**src/rtl/cpu_loader_pkg.sv**
```systemverilog
// rtl/cpu_loader_pkg.sv - state encoding and address strides for cpu_loader_ctrl
package cpu_loader_pkg;

  typedef enum logic [2:0] {
    ST_IDLE     = 3'd0,
    ST_LOAD_I   = 3'd1,
    ST_LOAD_D   = 3'd2,
    ST_RUN      = 3'd3,
    ST_DUMP_RD  = 3'd4,
    ST_DUMP_CAP = 3'd5,
    ST_DUMP_OUT = 3'd6,
    ST_DONE     = 3'd7
  } state_t;

  localparam int IMEM_STRIDE = 4;
  localparam int DMEM_STRIDE = 8;

  // First phase of the remaining session that has work to do.
  function automatic state_t pick_phase(input logic has_i, input logic has_d,
                                        input logic has_run, input state_t after_run);
    if (has_i)        return ST_LOAD_I;
    else if (has_d)   return ST_LOAD_D;
    else if (has_run) return ST_RUN;
    else              return after_run;
  endfunction

endpackage

```
**src/rtl/cpu_loader_ctrl.sv**
```systemverilog
// rtl/cpu_loader_ctrl.sv - load/run/dump sequencer for the cpu; dump path built only with CPU_LOADER_DUMP_EN
module cpu_loader_ctrl
  import cpu_loader_pkg::*;
#(
  parameter int IMEM_WORDS = 512,
  parameter int DMEM_WORDS = 1024,
  parameter int CYC_W      = 32
) (
  input  logic             i_clk,
  input  logic             i_arst,
  input  logic             i_start,
  input  logic [9:0]       i_imem_len,
  input  logic [10:0]      i_dmem_len,
  input  logic [CYC_W-1:0] i_run_cycles,
  input  logic             i_s_valid,
  output logic             o_s_ready,
  input  logic [63:0]      i_s_data,
  output logic             o_m_valid,
  input  logic             i_m_ready,
  output logic [63:0]      o_m_data,
  output logic             o_cpu_arst_n,
  output logic             o_cpu_enable,
  output logic [63:0]      o_addr_ext,
  output logic             o_wen_ext,
  output logic             o_ren_ext,
  output logic [31:0]      o_wdata_ext,
  output logic [63:0]      o_addr_ext_2,
  output logic             o_wen_ext_2,
  output logic             o_ren_ext_2,
  output logic [63:0]      o_wdata_ext_2,
  input  logic [63:0]      i_rdata_ext_2,
  output logic             o_busy,
  output logic             o_done,
  output logic [2:0]       o_phase
);

  localparam logic [10:0]      IMEM_CAP = 11'(IMEM_WORDS);
  localparam logic [10:0]      DMEM_CAP = 11'(DMEM_WORDS);
  localparam logic [CYC_W-1:0] CYC_ONE  = CYC_W'(1);

  state_t           r_state;
  state_t           w_next;
  state_t           w_after_run;
  logic [10:0]      r_imem_len;
  logic [10:0]      r_dmem_len;
  logic [10:0]      r_idx;
  logic [CYC_W-1:0] r_run_cycles;
  logic [CYC_W-1:0] r_cyc;
  logic [10:0]      w_imem_c;
  logic [10:0]      w_dmem_c;
  logic             w_latch;
  logic             w_idx_inc;
  logic             w_idx_clr;
  logic             w_cyc_inc;
  logic             w_last_i;
  logic             w_last_d;
  logic             w_run_end;
  logic             w_in_load;
  logic [63:0]      w_dmem_addr;
`ifdef CPU_LOADER_DUMP_EN
  logic             w_cap;
  logic [63:0]      r_m_data;
`else
  logic             w_unused_dump;
`endif

  assign w_imem_c  = ({1'b0, i_imem_len} > IMEM_CAP) ? IMEM_CAP : {1'b0, i_imem_len};
  assign w_dmem_c  = (i_dmem_len > DMEM_CAP) ? DMEM_CAP : i_dmem_len;
  assign w_last_i  = (r_idx == r_imem_len - 11'd1);
  assign w_last_d  = (r_idx == r_dmem_len - 11'd1);
  assign w_run_end = (r_cyc == r_run_cycles - CYC_ONE);

`ifdef CPU_LOADER_DUMP_EN
  assign w_after_run = (r_dmem_len != '0) ? ST_DUMP_RD : ST_DONE;
`else
  assign w_after_run = ST_DONE;
`endif

  always_ff @(posedge i_clk or posedge i_arst) begin
    if (i_arst) begin
      r_state      <= ST_IDLE;
      r_imem_len   <= '0;
      r_dmem_len   <= '0;
      r_run_cycles <= '0;
      r_cyc        <= '0;
      r_idx        <= '0;
    end else begin
      r_state <= w_next;
      if (w_latch) begin
        r_imem_len   <= w_imem_c;
        r_dmem_len   <= w_dmem_c;
        r_run_cycles <= i_run_cycles;
        r_cyc        <= '0;
      end else if (w_cyc_inc) begin
        r_cyc <= r_cyc + CYC_ONE;
      end
      // Clear wins so the index is zero on entry to each new phase.
      if (w_idx_clr)      r_idx <= '0;
      else if (w_idx_inc) r_idx <= r_idx + 11'd1;
    end
  end

  always_comb begin
    w_next    = r_state;
    w_latch   = 1'b0;
    w_idx_inc = 1'b0;
    w_idx_clr = 1'b0;
    w_cyc_inc = 1'b0;
`ifdef CPU_LOADER_DUMP_EN
    w_cap     = 1'b0;
`endif
    case (r_state)
      ST_IDLE, ST_DONE: begin
        if (i_start) begin
          w_latch   = 1'b1;
          w_idx_clr = 1'b1;
          w_next    = pick_phase(w_imem_c != '0, w_dmem_c != '0, i_run_cycles != '0, ST_DONE);
        end
      end
      ST_LOAD_I: begin
        if (i_s_valid) begin
          w_idx_inc = 1'b1;
          if (w_last_i) begin
            w_idx_clr = 1'b1;
            w_next    = pick_phase(1'b0, r_dmem_len != '0, r_run_cycles != '0, w_after_run);
          end
        end
      end
      ST_LOAD_D: begin
        if (i_s_valid) begin
          w_idx_inc = 1'b1;
          if (w_last_d) begin
            w_idx_clr = 1'b1;
            w_next    = pick_phase(1'b0, 1'b0, r_run_cycles != '0, w_after_run);
          end
        end
      end
      ST_RUN: begin
        w_cyc_inc = 1'b1;
        if (w_run_end) w_next = w_after_run;
      end
`ifdef CPU_LOADER_DUMP_EN
      ST_DUMP_RD:  w_next = ST_DUMP_CAP;
      ST_DUMP_CAP: begin
        w_cap  = 1'b1;
        w_next = ST_DUMP_OUT;
      end
      ST_DUMP_OUT: begin
        if (i_m_ready) begin
          w_idx_inc = 1'b1;
          if (w_last_d) begin
            w_idx_clr = 1'b1;
            w_next    = ST_DONE;
          end else begin
            w_next = ST_DUMP_RD;
          end
        end
      end
`endif
      default: w_next = ST_IDLE;
    endcase
  end

`ifdef CPU_LOADER_DUMP_EN
  always_ff @(posedge i_clk or posedge i_arst) begin
    if (i_arst)     r_m_data <= '0;
    else if (w_cap) r_m_data <= i_rdata_ext_2;
  end

  assign o_m_valid    = (r_state == ST_DUMP_OUT);
  assign o_m_data     = r_m_data;
  assign o_ren_ext_2  = (r_state == ST_DUMP_RD);
  assign o_addr_ext_2 = ((r_state == ST_LOAD_D) || (r_state == ST_DUMP_RD)) ? w_dmem_addr : '0;
`else
  assign w_unused_dump = ^{i_m_ready, i_rdata_ext_2};
  assign o_m_valid     = 1'b0;
  assign o_m_data      = '0;
  assign o_ren_ext_2   = 1'b0;
  assign o_addr_ext_2  = (r_state == ST_LOAD_D) ? w_dmem_addr : '0;
`endif

  assign w_in_load     = (r_state == ST_LOAD_I) || (r_state == ST_LOAD_D);
  assign w_dmem_addr   = 64'(r_idx) * 64'(DMEM_STRIDE);
  assign o_s_ready     = w_in_load;
  assign o_wen_ext     = (r_state == ST_LOAD_I) && i_s_valid;
  assign o_addr_ext    = (r_state == ST_LOAD_I) ? 64'(r_idx) * 64'(IMEM_STRIDE) : '0;
  assign o_wdata_ext   = o_wen_ext ? i_s_data[31:0] : '0;
  assign o_ren_ext     = 1'b0;
  assign o_wen_ext_2   = (r_state == ST_LOAD_D) && i_s_valid;
  assign o_wdata_ext_2 = o_wen_ext_2 ? i_s_data : '0;
  // Core is held in reset until loading is complete, then left running/parked.
  assign o_cpu_arst_n  = !((r_state == ST_IDLE) || w_in_load);
  assign o_cpu_enable  = (r_state == ST_RUN);
  assign o_busy        = (r_state != ST_IDLE) && (r_state != ST_DONE);
  assign o_done        = (r_state == ST_DONE);
  assign o_phase       = r_state;

endmodule

```
**config.mk**
```make
export PLATFORM = sky130hd
export DESIGN_NAME = cpu_loader_ctrl
export DESIGN_NICKNAME = d
export VERILOG_FILES = /design/src/rtl/cpu_loader_pkg.sv /design/src/rtl/cpu_loader_ctrl.sv
export SDC_FILE = /design/constraint.sdc
export NUM_CORES = 1
export LEC_CHECK = 0
export BUFFER_PORTS_ARGS = -buffer_cell sky130_fd_sc_hd__buf_2
export CORE_AREA = 2 2 190 192
export CTS_CLUSTER_DIAMETER = 120
export DETAILED_ROUTE_END_ITERATION = 10
export DIE_AREA = 0 0 192 194
export GPL_ROUTABILITY_DRIVEN = 0
export RECOVER_POWER = 100
export REMOVE_ABC_BUFFERS = 1
export SLEW_MARGIN = 0
export SYNTH_ARGS = -nofsm -noshare
export SYNTH_HDL_FRONTEND = slang
export SYNTH_SLANG_ARGS = --single-unit
```
**constraint.sdc**
```tcl
create_clock -name i_clk -period 3.9 [get_ports i_clk]
set_input_delay 0.78 -clock i_clk [delete_from_list [all_inputs] [get_ports i_clk]]
set_output_delay 0.78 -clock i_clk [all_outputs]
set_load 0.01 [all_outputs]
```
== Yosys cells after proc, flatten, opt, wreduce, memory -nomap -nowiden ==
Index checks and enable logic that the tools add are counted.

* Multiplexer cells: 32
* Reductions and logical operators: 18
* Equality and inequality tests: 14
* Add/sub/neg operators: 5
* Order comparisons: 2

{| class="wikitable"
|+ Operator list
! operator !! count
|-
| 32-bit two-way mux || 3
|-
| 64-bit two-way mux || 1
|-
| 32-bit nonzero test || 2
|-
| 11-bit two-way mux || 3
|-
| 3-bit two-way mux || 11
|-
| 11-bit nonzero test || 3
|-
| 32-bit by 1-bit adder with 32-bit output, second input constant || 1
|-
| 32-bit equality test || 1
|-
| 32-bit by 1-bit subtractor with 32-bit output, second input constant || 1
|-
| 11-bit equality test || 2
|-
| 11-bit by 1-bit subtractor with 11-bit output, second input constant || 2
|-
| 14-bit two-way mux || 1
|-
| 13-bit two-way mux || 1
|-
| 3-bit one-hot mux with 4 select lines || 1
|-
| 11-bit by 1-bit adder with 11-bit output, second input constant || 1
|-
| 11-bit > comparator, second input constant || 1
|-
| 10-bit > comparator, second input constant || 1
|-
| 10-bit two-way mux || 1
|-
| 2-bit != test, second input constant || 5
|-
| 1-bit two-way mux || 9
|-
| 3-bit by 2-bit equality test with 1-bit output, second input constant || 2
|-
| 6-bit AND reduction || 1
|-
| 2-bit nonzero test || 2
|-
| 2-bit OR reduction || 2
|-
| 10 further kinds || 13
|}

* Bits in registers: 100
* Logic and storage cells: 77

== Logic depth before layout (Yosys ltp) ==
Gate-level depths: netlist (run 1).

* Depth after elaboration: 7
* Depth in mapped cells: 12
* Mapped depth without buffers: 10

== Worst setup path after synthesis (run 1) ==
Ideal clock, no wire load.

* Kind: register to register
* Start: register r_run_cycles[5]
* End: register r_state[2] (netlist: o_phase[2])
* Path buffers: 3
* Clock period less this slack: 3.111 ns
* Data arrival time: 3.024 ns
* Cell stages (with the launch flop): 12
* Path slack: 0.789 ns
* Data required time: 3.813 ns
* Cells stage by stage: dfrtp_1 -> buf_6 -> or4_4 -> buf_6 -> or3_1 -> buf_6 -> o31a_1 -> or3_1 -> a21o_1 -> a221oi_2 -> o2111ai_1 -> a211oi_2

* Cells in the longest elaborated chain, start to end: 6
* Elaborated cells on any way between the ends: 12

{| class="wikitable"
|+ RTL lines
! element !! line !! RTL
|-
| from (decl) || cpu_loader_ctrl.sv:47 || <nowiki>logic [CYC_W-1:0] r_run_cycles;</nowiki>
|-
| from (signal assigned) || cpu_loader_ctrl.sv:92 || <nowiki>r_run_cycles <= i_run_cycles;</nowiki>
|-
| branches (longest 6 deep; another with 32-bit by 1-bit subtractor with 32-bit output) || -- ||
|-
| to (signal assigned) || cpu_loader_ctrl.sv:88 || <nowiki>r_state <= w_next;</nowiki>
|-
| to (decl) || cpu_loader_ctrl.sv:41 || <nowiki>state_t r_state;</nowiki>
|}

Parallel ways; which one is timed is not known. The select of a mux whose other input is x is not followed.
A chain may end at the register's enable or synchronous reset.

== Final worst setup path (run 1) ==
* Start: register r_state[1] (netlist: o_phase[1])
* End: output port o_addr_ext_2[13]

* Cells in the longest elaborated chain, start to end: 2

{| class="wikitable"
|+ RTL lines
! element !! line !! RTL
|-
| 3-bit by 2-bit equality test with 1-bit output || cpu_loader_ctrl.sv:179 || <nowiki>assign o_addr_ext_2 = (r_state == ST_LOAD_D) ? w_dmem_addr : '0;</nowiki>
|-
| 14-bit two-way mux || cpu_loader_ctrl.sv:179 ||
|-
| to (decl) || cpu_loader_ctrl.sv:27 || <nowiki>output logic [63:0] o_addr_ext_2,</nowiki>
|}

No other way between the ends.

==> impl_metrics.yaml, run 1 <==
timing:
  slew-limit-headroom: -0.6997
  fin_crit_ns: 3.586
  hold_violations: 0
  worst_slack_ns: 0.3144
  tightest_slew_ns: 2.550
  period_share: 0.9194
  fmaxAchievable_ghz: 0.2789
  rsz0062_at_grt: "false"
  slew_violations: 148
  setup-violations-final: 0
  fin_worst_skew_ns: 0.01058
routing:
  wl_met1_um: 13170
  dr.pass1.iters: 5
  wl_per_cell_um: 18.59
  top_layer_used: "met5"
  finalWirelength_um: 32730
  vias: 7994
  postRouteAntennaNets: 0
  drt-initial-drc-count: 615
  wl_met2_um: 16070
  wl_met3_um: 2650
  route.detailed.drc: 0
  post_drt_via_cell_ratio: 4.542
floorplanning:
  die_h_um: 194
  start_util: 0.2421
  die-area_mm2: 0.03725
  fp.dieW_um: 192
  fp-row-count: 69
  io_pins: 487
  core_mm2: 0.03522
outcome:
  violations: "max-capacitance violations, max-slew violations"
  status: "complete, but fails checks"
setup_path:
  path_class: "flop to output port"
  slowest_stage: "clkbuf_1"
  crit_chain: "clkbuf_1 -> nor3b_1 -> clkbuf_1 -> and2_0 -> buf_2"
  cp_num_buf_inv: 3
  cp_slowest_stage_delay_ns: 0.79
  crit_path_max_fanout: 22
  critPathRequiredTime_ns: 3.12
  cp-start-kind: "flop"
  critPathArrivalTime_ns: 2.81
  critPathCaptureType: "output port"
  cpMostUsedCell: "clkbuf_1"
  crit_cells: 5
  critPathTopFamily: "buffers and inverters"
  reg2reg_depth: 8
synthesis:
  synth_top_area_share: 0.2905
  synth-seq-cells: 99
  ys.flop_type: "dfrtp_1"
  syn_area_mm2: 0.008528
  syn_inst: 1091
  async_reset_ff_frac: 1.000
  ys_seq_area_frac: 0.2905
  yosys-top-cells-area: "dfrtp_1, buf_4, and3_1"
  syn-mean-instance-area_um2: 7.817
  yosysTopAreaCell: "dfrtp_1"
  yosys.cell_types.count: 63
  synth_edf_count: 0
  synthTopCellsByCount: "buf_4, nand2_1, and3_1"
  yosysWarnings: 0
  yosysMostFrequentCell: "buf_4"
cells_and_area:
  multi_input_area_mm2: 0.005026
  drive_above_1_share: 0.1341
  seqCellArea_mm2: 0.002477
  nets: 1485
  final_util: 0.2743
  syn_to_final_growth_pct: 13.29
  fillers: 3974
placement:
  dpl_worst_slack_ns: 0.4893
  portBuffers: 248
  hpwl_um: 26470
grt:
  overflow: 0
  gr-usage-all-layers: 0.1702
  antenna_found_initial: 16
  grt_pass1_wl_um: 47120
  grt_max_degree: 100
  first_global_vias: 7266
clock_tree:
  numClockSinks: 99
  postCtsSetupRepairBufs: 0
  cts-buffers-inserted: 9
  ctsHoldBuffers: 0
  clk_latency_ns: 0.36
  path_clk_slew_ns: 0.07
  clock-root-buffer: "clkbuf_16"
  ctsResizeCount: 0
  tritoncts: "done"
  cts.path.max_buffers: 2
  htreeDepth: 3
power_and_ir_drop:
  peakVddDrop_mv: 0.2789
  power_mw: 4.923
  p_leak_nw: 4.729
  pwr_density_cell_mw_per_mm2: 509.6
hold_path:
  holdCritPathClass: "flop to flop"
  holdPathStages: 2
flow_run:
  max_cap_viol_count: 3
routing by layer:
layer | vias up | global-route usage
li1 | 3781 | -
met1 | 3817 | 0.2075
met2 | 328 | 0.2963
met3 | 58 | 0.04633
met4 | 10 | 0.03902
met5 | - | 0
kinds of logic after synthesis:
family | Yosys count | share of synthesized area
buffers and inverters | 265 | 0.1957
xor gates and xnor gates | 99 | 0.1017
adders and majority gates | 6 | 0.008803
muxes | 5 | 0.006308
other | 1 | 0.0004397
AOI/OAI and AO/OA | 105 | 0.08436
DFF | 99 | 0.2905
and+or+nand+nor | 511 | 0.3122
through the flow:
step	instances	setup TNS [ns]	instance area (um2)	hold slack (ns)
after floorplan	1017	-72.09	7576	0.4815
after global placement	1743	0	9577	0.5139
after detailed placement	1743	0	9577	0.5097
after CTS	1759	0	9866	0.5284
after global routing	1759	0	9659	0.5454
final	1760	0	9662	0.5291
area by class of cell:
cell class | instances | share of cell area
Clock buffer | 11 | 0.02512
Inverter | 19 | 0.007511
Clock inverter | 5 | 0.004792
Sequential cell | 99 | 0.2564
Timing Repair Buffer | 265 | 0.1260
Multi-Input combinational cell | 899 | 0.5202
Antenna cell | 1 | 0.0002590
Tap cell | 461 | 0.05970
worst reg2reg max path, delay by kind of cell (launching register included):
kind / cells / cell delay, ns
simple gates: 4 / 1.91
flops: 1 / 0.46
compound gates: 4 / 1.04
final timing paths:
check                           startpoint                to  slack (ns)
hold reg to reg             r_dmem_len[10]    r_dmem_len[10]        0.53
max in group asynchronous           i_arst     r_imem_len[6]        1.06
setup / recovery                o_phase[1]  o_addr_ext_2[13]        0.31
setup reg to reg           r_run_cycles[3]        o_phase[2]        0.42
min in group asynchronous           i_arst         r_cyc[24]        1.36
hold / removal              r_dmem_len[10]    r_dmem_len[10]        0.53
registers in the layout (all words and copies together) (netlist names):
register and cells:
o_phase 3, r_cyc 32, r_dmem_len 11, r_idx 11, r_imem_len 10, r_run_cycles 32
where the power goes:
part	internal (mW)	total [mW]	switching [mW]
clock network	0.462	0.891	0.430
logic	0.908	2.26	1.35
registers	1.30	1.77	0.468
total	2.67	4.92	2.25
layout by cell type, fill, tap and decap left out, types with 5 or more instances in the layout:
| cell type | n |
|---|---|
| nand2_1 | 131 |
| nand3b_1 | 10 |
| buf_2 | 138 |
| nor4b_1 | 6 |
| and3_1 | 104 |
| xnor2_1 | 55 |
| nand2b_1 | 13 |
| conb_1 | 173 |
| a31oi_1 | 7 |
| dfrtp_1 | 99 |
| a21oi_1 | 15 |
| ha_1 | 6 |
| nand3_1 | 28 |
| a22o_1 | 7 |
| buf_4 | 8 |
| and2_0 | 10 |
| or4_1 | 5 |
| inv_1 | 18 |
| nand4_1 | 21 |
| o21ai_0 | 34 |
| nor4_1 | 23 |
| clkbuf_16 | 9 |
| clkbuf_1 | 116 |
| or3_1 | 12 |
| xor2_1 | 44 |
| nor2_1 | 83 |
| and2_1 | 16 |
| nand4b_1 | 5 |
| nor3b_1 | 5 |
| nor3_1 | 30 |
No activity file was read; power rests on OpenSTA's default activity.
==> run 2, diff against run 1 <==
- ABC_AREA: default -> 1
- BUFFER_PORTS_ARGS: -buffer_cell sky130_fd_sc_hd__buf_2 -> -buffer_cell sky130_fd_sc_hd__buf_4
- CORE_AREA: 2 2 190 192 -> 2 2 189 191
- DIE_AREA: 0 0 192 194 -> 0 0 191 193
==> impl_metrics.yaml, run 2 <==
outcome:
  status: "complete, but fails checks"
  violations: "max-capacitance violations, max-slew violations"
clock_tree:
  ctsHoldBuffers: 0
  postCtsSetupRepairBufs: 0
  cts-buffers-inserted: 9
  cts.path.max_buffers: 2
  ctsResizeCount: 0
  clock-root-buffer: "clkbuf_16"
  numClockSinks: 99
  tritoncts: "done"
  clk_latency_ns: 0.36
  htreeDepth: 3
  path_clk_slew_ns: 0.07
power_and_ir_drop:
  power_frac_seq: 0.303
  clockPowerShare: 0.174
  internal_power_mw: 2.786
  p_sw_frac: 0.4931
  combPwrFrac: 0.522
  power_switching_mw: 2.710
  pwr_density_cell_mw_per_mm2: 527.3
  p_leak_nw: 5.228
  peakVddDrop_mv: 0.2279
cells_and_area:
  syn_to_final_growth_pct: 16.81
  seqCellArea_mm2: 0.002477
  drive_above_1_share: 0.1247
  multi_input_area_mm2: 0.004890
  fillers: 3989
  layout_commonest_cell: "nor2_1"
  nets: 1759
  final_cell_mix: "nor2_1, nand2_1, inv_1"
  reg_top3: "r_cyc x32, r_run_cycles x32"
synthesis:
  synth_top_area_share: 0.2776
  yosysMostFrequentCell: "nor2_1"
  synthTopCellsByCount: "nor2_1, nand2_1, inv_1"
  yosys-top-cells-area: "dfrtp_1, buf_4, nor2_1"
  async_reset_ff_frac: 1.000
  synth_edf_count: 0
  yosysWarnings: 0
  syn-mean-instance-area_um2: 6.704
  syn_inst: 1331
  syn_area_mm2: 0.008924
  ys.flop_type: "dfrtp_1"
  yosysTopAreaCell: "dfrtp_1"
  yosys.cell_types.count: 46
  synth-seq-cells: 99
  ys_seq_area_frac: 0.2776
setup_path:
  r2r-end: "o_phase[1]"
  crit_chain: "nor2_1 -> inv_1 -> nor2_1 -> inv_1 -> nor2_4 -> inv_2 -> buf_4 -> nor2_1 -> clkbuf_1"
  crit_path_max_fanout: 30
  critPathArrivalTime_ns: 2.60
  worstReg2RegStart: "r_run_cycles[0]"
  cp_slowest_stage_delay_ns: 0.50
  cp-start-kind: "flop"
  reg2reg_depth: 17
  rrSetupSlack_ns: 0.84
  slowest_stage: "dfrtp_1"
  cpMostUsedCell: "nor2_1"
  path_class: "flop to output port"
  cp_num_buf_inv: 5
  critPathTopFamily: "buffers and inverters"
  critPathCaptureType: "output port"
  critPathRequiredTime_ns: 3.12
grt:
  overflow: 0
  gr-usage-all-layers: 0.1717
  antenna_found_initial: 3
  grt_max_degree: 77
  grt_pass1_wl_um: 46590
  first_global_vias: 7780
floorplanning:
  io_pins: 487
  start_util: 0.2552
  die_h_um: 193
  die-area_mm2: 0.03686
  fp.dieW_um: 191
  core_mm2: 0.03496
  fp-row-count: 69
timing:
  tightest_slew_ns: 2.602
  period_share: 0.8678
  slew_violations: 55
  fin_crit_ns: 3.384
  fin_worst_skew_ns: 0.009836
  slew-limit-headroom: -0.7439
  rsz0062_at_grt: "false"
  fmaxAchievable_ghz: 0.2955
  setup-violations-final: 0
  hold_violations: 0
  worst_slack_ns: 0.5157
  totalNegativeSetupSlack_ns: 0
routing:
  wl_per_cell_um: 16.34
  vias: 8650
  dr.pass1.iters: 7
  route.detailed.drc: 0
  postRouteAntennaNets: 0
  post_drt_via_cell_ratio: 4.249
  drt-initial-drc-count: 532
  finalWirelength_um: 33270
placement:
  dpl_worst_slack_ns: 0.9161
  hpwl_um: 28400
  portBuffers: 248
hold_path:
  whs_endpoint: "r_run_cycles[5]"
  holdPathStages: 2
  holdCritPathClass: "flop to flop"
  min_from: "r_run_cycles[5]"
flow_run:
  max_cap_viol_count: 1
run 2: cell count changes after synthesis, moves of 13 or more:
cell and delta:
nor2_1 +165, inv_1 +157, and3_1 -104, nand2_1 +104
clkbuf_1 -43, xnor2_1 -30, and2_1 -26, nand3_1 +25
nand2b_1 -13, nor2_4 +13, nor3_1 -13, o21ai_0 +13
run 2: kinds of logic (layout without fill, tap and decap cells):
logic type,after synthesis,after routing,share of synthesized area
buf+inv,390,459,0.2385
flops,99,99,0.2776
xor+xnor,78,78,0.07824
compound gates,107,107,0.06744
fa+ha+maj,6,6,0.008413
other cells,1,176,0.0004202
simple gates,650,650,0.3294
run 2: power groups by stage:
stage	Clock [mW]	Sequential, mW	Combinational [mW]
after floorplan	0	1.58	2.08
after global placement	0	1.69	3.04
after detailed placement	0	1.69	3.08
after CTS	0.986	1.67	3.09
after global routing	1.03	1.70	3.26
final	0.959	1.67	2.87
run 2: worst max-delay path by stage:
| stage | start | to | slack (ns) | depth (start not counted) |
|---|---|---|---|---|
| 2_1_floorplan | o_phase[0] | r_idx[0] | 0.28 | 7 |
| 3_3_place_gp | i_s_valid | o_wdata_ext_2[46] | 0.92 | 7 |
| 3_5_place_dp | i_s_valid | o_wdata_ext_2[46] | 0.92 | 7 |
| 4_1_cts | o_phase[2] | o_wdata_ext_2[46] | 0.56 | 9 |
| 5_1_grt | o_phase[2] | o_wdata_ext_2[43] | 0.22 | 9 |
| 6_report | o_phase[2] | o_wdata_ext_2[46] | 0.52 | 9 |
run 2: through the flow:
stage | hold WS [ns] | cell area [um2] | util | power, mW | cells
global placement | 0.5392 | 10660 | 0.3048 | 4.732 | 2017
finish | 0.5618 | 10420 | 0.2981 | 5.497 | 2036
global route | 0.5873 | 10420 | 0.2981 | 5.993 | 2035
CTS | 0.5634 | 10970 | 0.3138 | 5.754 | 2033
detailed placement | 0.5455 | 10660 | 0.3048 | 4.768 | 2017
floorplan | 0.4849 | 8147 | - | 3.666 | 1301
run 2: layer usage:
layer	up-vias	wire length (um)	track usage	part of all wire
met5	-	0	0	0
met4	0	613	0.05009	0.018
met3	25	1888	0.03059	0.057
met2	279	17630	0.3207	0.53
met1	4088	13140	0.1993	0.40
li1	4258	-	-	-
run 2: layout make-up:
type / count / share of cell area
Multi-Input combinational cell: 1014 / 0.4691
Sequential cell: 99 / 0.2377
Tap cell: 461 / 0.05534
Antenna cell: 3 / 0.0007202
Clock inverter: 7 / 0.008642
Inverter: 188 / 0.06782
Clock buffer: 9 / 0.02161
Timing Repair Buffer: 255 / 0.1391
run 2: worst register-to-register path: stages, from the launching register on:
cell	delay, ns
dfrtp_1	0.45
inv_1	0.18
ha_1	0.41
nand2_1	0.23
nor2_1	0.47
nand2_4	0.12
o21ai_0	0.17
nand2_1	0.06
nor2_1	0.09
nand3_1	0.11
nor2_1	0.12
nand2_1	0.06
nor2_1	0.10
nand2_1	0.08
nand2_2	0.09
nand2_2	0.08
nand2_1	0.07
nand2_1	0.05
==> run 3, diff against run 2 <==
==> constraint.sdc (replaced) <==
create_clock -name i_clk -period 3.9 [get_ports i_clk]
set_input_delay 1.17 -clock i_clk [delete_from_list [all_inputs] [get_ports i_clk]]
set_output_delay 1.17 -clock i_clk [all_outputs]
set_load 0.01 [all_outputs]
==> impl_metrics.yaml, run 3 (synthesis gave the netlist of run 2 again) <==
outcome:
  status: "complete, but fails checks"
  violations: "max-capacitance violations, max-slew violations"
floorplanning:
  fp-row-count: 69
  die_h_um: 193
  fp.dieW_um: 191
  io_pins: 487
  core_mm2: 0.03496
  die-area_mm2: 0.03686
  start_util: 0.2552
setup_path:
  path_class: "input pin to output port"
  cp-start-kind: "input pin"
  crit_path_max_fanout: 23
  reg2reg_depth: 8
  critPathCaptureType: "output port"
  worstReg2RegStart: "o_phase[0]"
  critPathArrivalTime_ns: 2.43
  critPathRequiredTime_ns: 2.73
  rrSetupSlack_ns: 0.70
  r2r-end: "r_run_cycles[27]"
hold_path:
  min_from: "r_dmem_len[9]"
  holdCritPathClass: "flop to flop"
  whs_endpoint: "r_dmem_len[9]"
  holdPathStages: 1
routing:
  drt-initial-drc-count: 584
  wl_per_cell_um: 16.49
  dr.pass1.iters: 5
  route.detailed.drc: 0
  postRouteAntennaNets: 0
  post_drt_via_cell_ratio: 4.257
  finalWirelength_um: 33580
  vias: 8667
cells_and_area:
  nets: 1761
  final_cell_area_mm2: 0.01051
  final_cell_mix: "nor2_1, nand2_1, inv_1"
  reg_top3: "r_cyc x32, r_run_cycles x32"
  layout_commonest_cell: "nor2_1"
  syn_to_final_growth_pct: 17.76
  drive_above_1_share: 0.1366
  fillers: 3971
grt:
  first_global_vias: 7955
  antenna_found_initial: 2
  gr-usage-all-layers: 0.1750
  grt_pass1_wl_um: 47740
  overflow: 0
  grt_max_degree: 68
clock_tree:
  path_clk_slew_ns: 0.07
  numClockSinks: 99
  postCtsSetupRepairBufs: 0
  ctsResizeCount: 0
  cts.path.max_buffers: 2
  tritoncts: "done"
  ctsHoldBuffers: 0
  clk_latency_ns: 0.37
  cts-buffers-inserted: 9
  clock-root-buffer: "clkbuf_16"
  htreeDepth: 3
flow_run:
  max_cap_viol_count: 1
timing:
  fin_worst_skew_ns: 0.01381
  fin_crit_ns: 3.601
  period_share: 0.9234
  tightest_slew_ns: 1.547
  setup-violations-final: 0
  rsz0062_at_grt: "false"
  slew_violations: 33
  totalNegativeSetupSlack_ns: 0
  slew-limit-headroom: -0.03674
  fmaxAchievable_ghz: 0.2777
  hold_violations: 0
placement:
  hpwl_um: 28480
  placed_area_mm2: 0.01068
  portBuffers: 248
power_and_ir_drop:
  p_leak_nw: 5.283
  pwr_density_cell_mw_per_mm2: 523.2
  peakVddDrop_mv: 0.2217
## run 3: cell count changes in the layout (fill, tap and decap cells not counted), moves of 2 or more
cell and change:
buf_12 +2, buf_4 +8, clkbuf_1 -9, clkinvlp_4 +3, diode_2 -2, inv_6 +2
inv_8 -3, nor2_1 -3, nor2_4 +2, nor3_1 -2, nor3_2 +2
## run 3: how the worst max path moves through the flow
stage	start	slack, ns	to	cells after the start
5_1_grt	o_phase[2]	0.13	o_wdata_ext_2[51]	9
3_5_place_dp	i_s_valid	0.31	o_wdata_ext[14]	7
2_1_floorplan	i_start	0.01	r_idx[0]	5
4_1_cts	i_s_valid	0.31	o_wdata_ext[16]	7
6_report	i_s_valid	0.30	o_wdata_ext[12]	7
3_3_place_gp	i_s_valid	0.33	o_wdata_ext[16]	7
## run 3: area by class of cell
type,count,area [um2],area share
Antenna cell,1,2.502,0.0002381
Multi-Input combinational cell,1014,4941,0.4702
Timing Repair Buffer,257,1521,0.1448
Tap cell,461,576.8,0.05489
Clock inverter,7,57.56,0.005477
Clock buffer,9,225.2,0.02143
Sequential cell,99,2477,0.2357
Inverter,188,706.9,0.06727
## run 3: metrics by stage
step	util	setup slack, ns	power [mW]	std cells	hold slack (ns)
after floorplan	-	0.01404	3.666	1301	0.4849
after global placement	0.3056	0.3294	4.765	2019	0.5376
after detailed placement	0.3056	0.3144	4.801	2019	0.5484
after CTS	0.3137	0.3051	5.709	2035	0.5603
after global routing	0.3006	0.1292	5.973	2036	0.5891
final	0.3006	0.2986	5.499	2036	0.5567
## run 3: critical path, stage by stage
cell	delay [ns]
buf_4	0.11
inv_1	0.24
nor2_4	0.09
inv_2	0.36
buf_4	0.26
nor2_1	0.05
buf_4	0.14
## run 3: where the power goes
part | switching (mW) | internal, mW | total [mW]
sequential | 0.369 | 1.30 | 1.67
clock | 0.449 | 0.443 | 0.892
combinational | 1.94 | 0.998 | 2.94
total | 2.76 | 2.74 | 5.50
## run 3: metal layers
metal,vias up,share of wire,GRT usage
li1,4252,-,-
met1,4064,0.40,0.2063
met2,311,0.52,0.3259
met3,38,0.060,0.03113
met4,2,0.022,0.04472
met5,-,0.00039,0
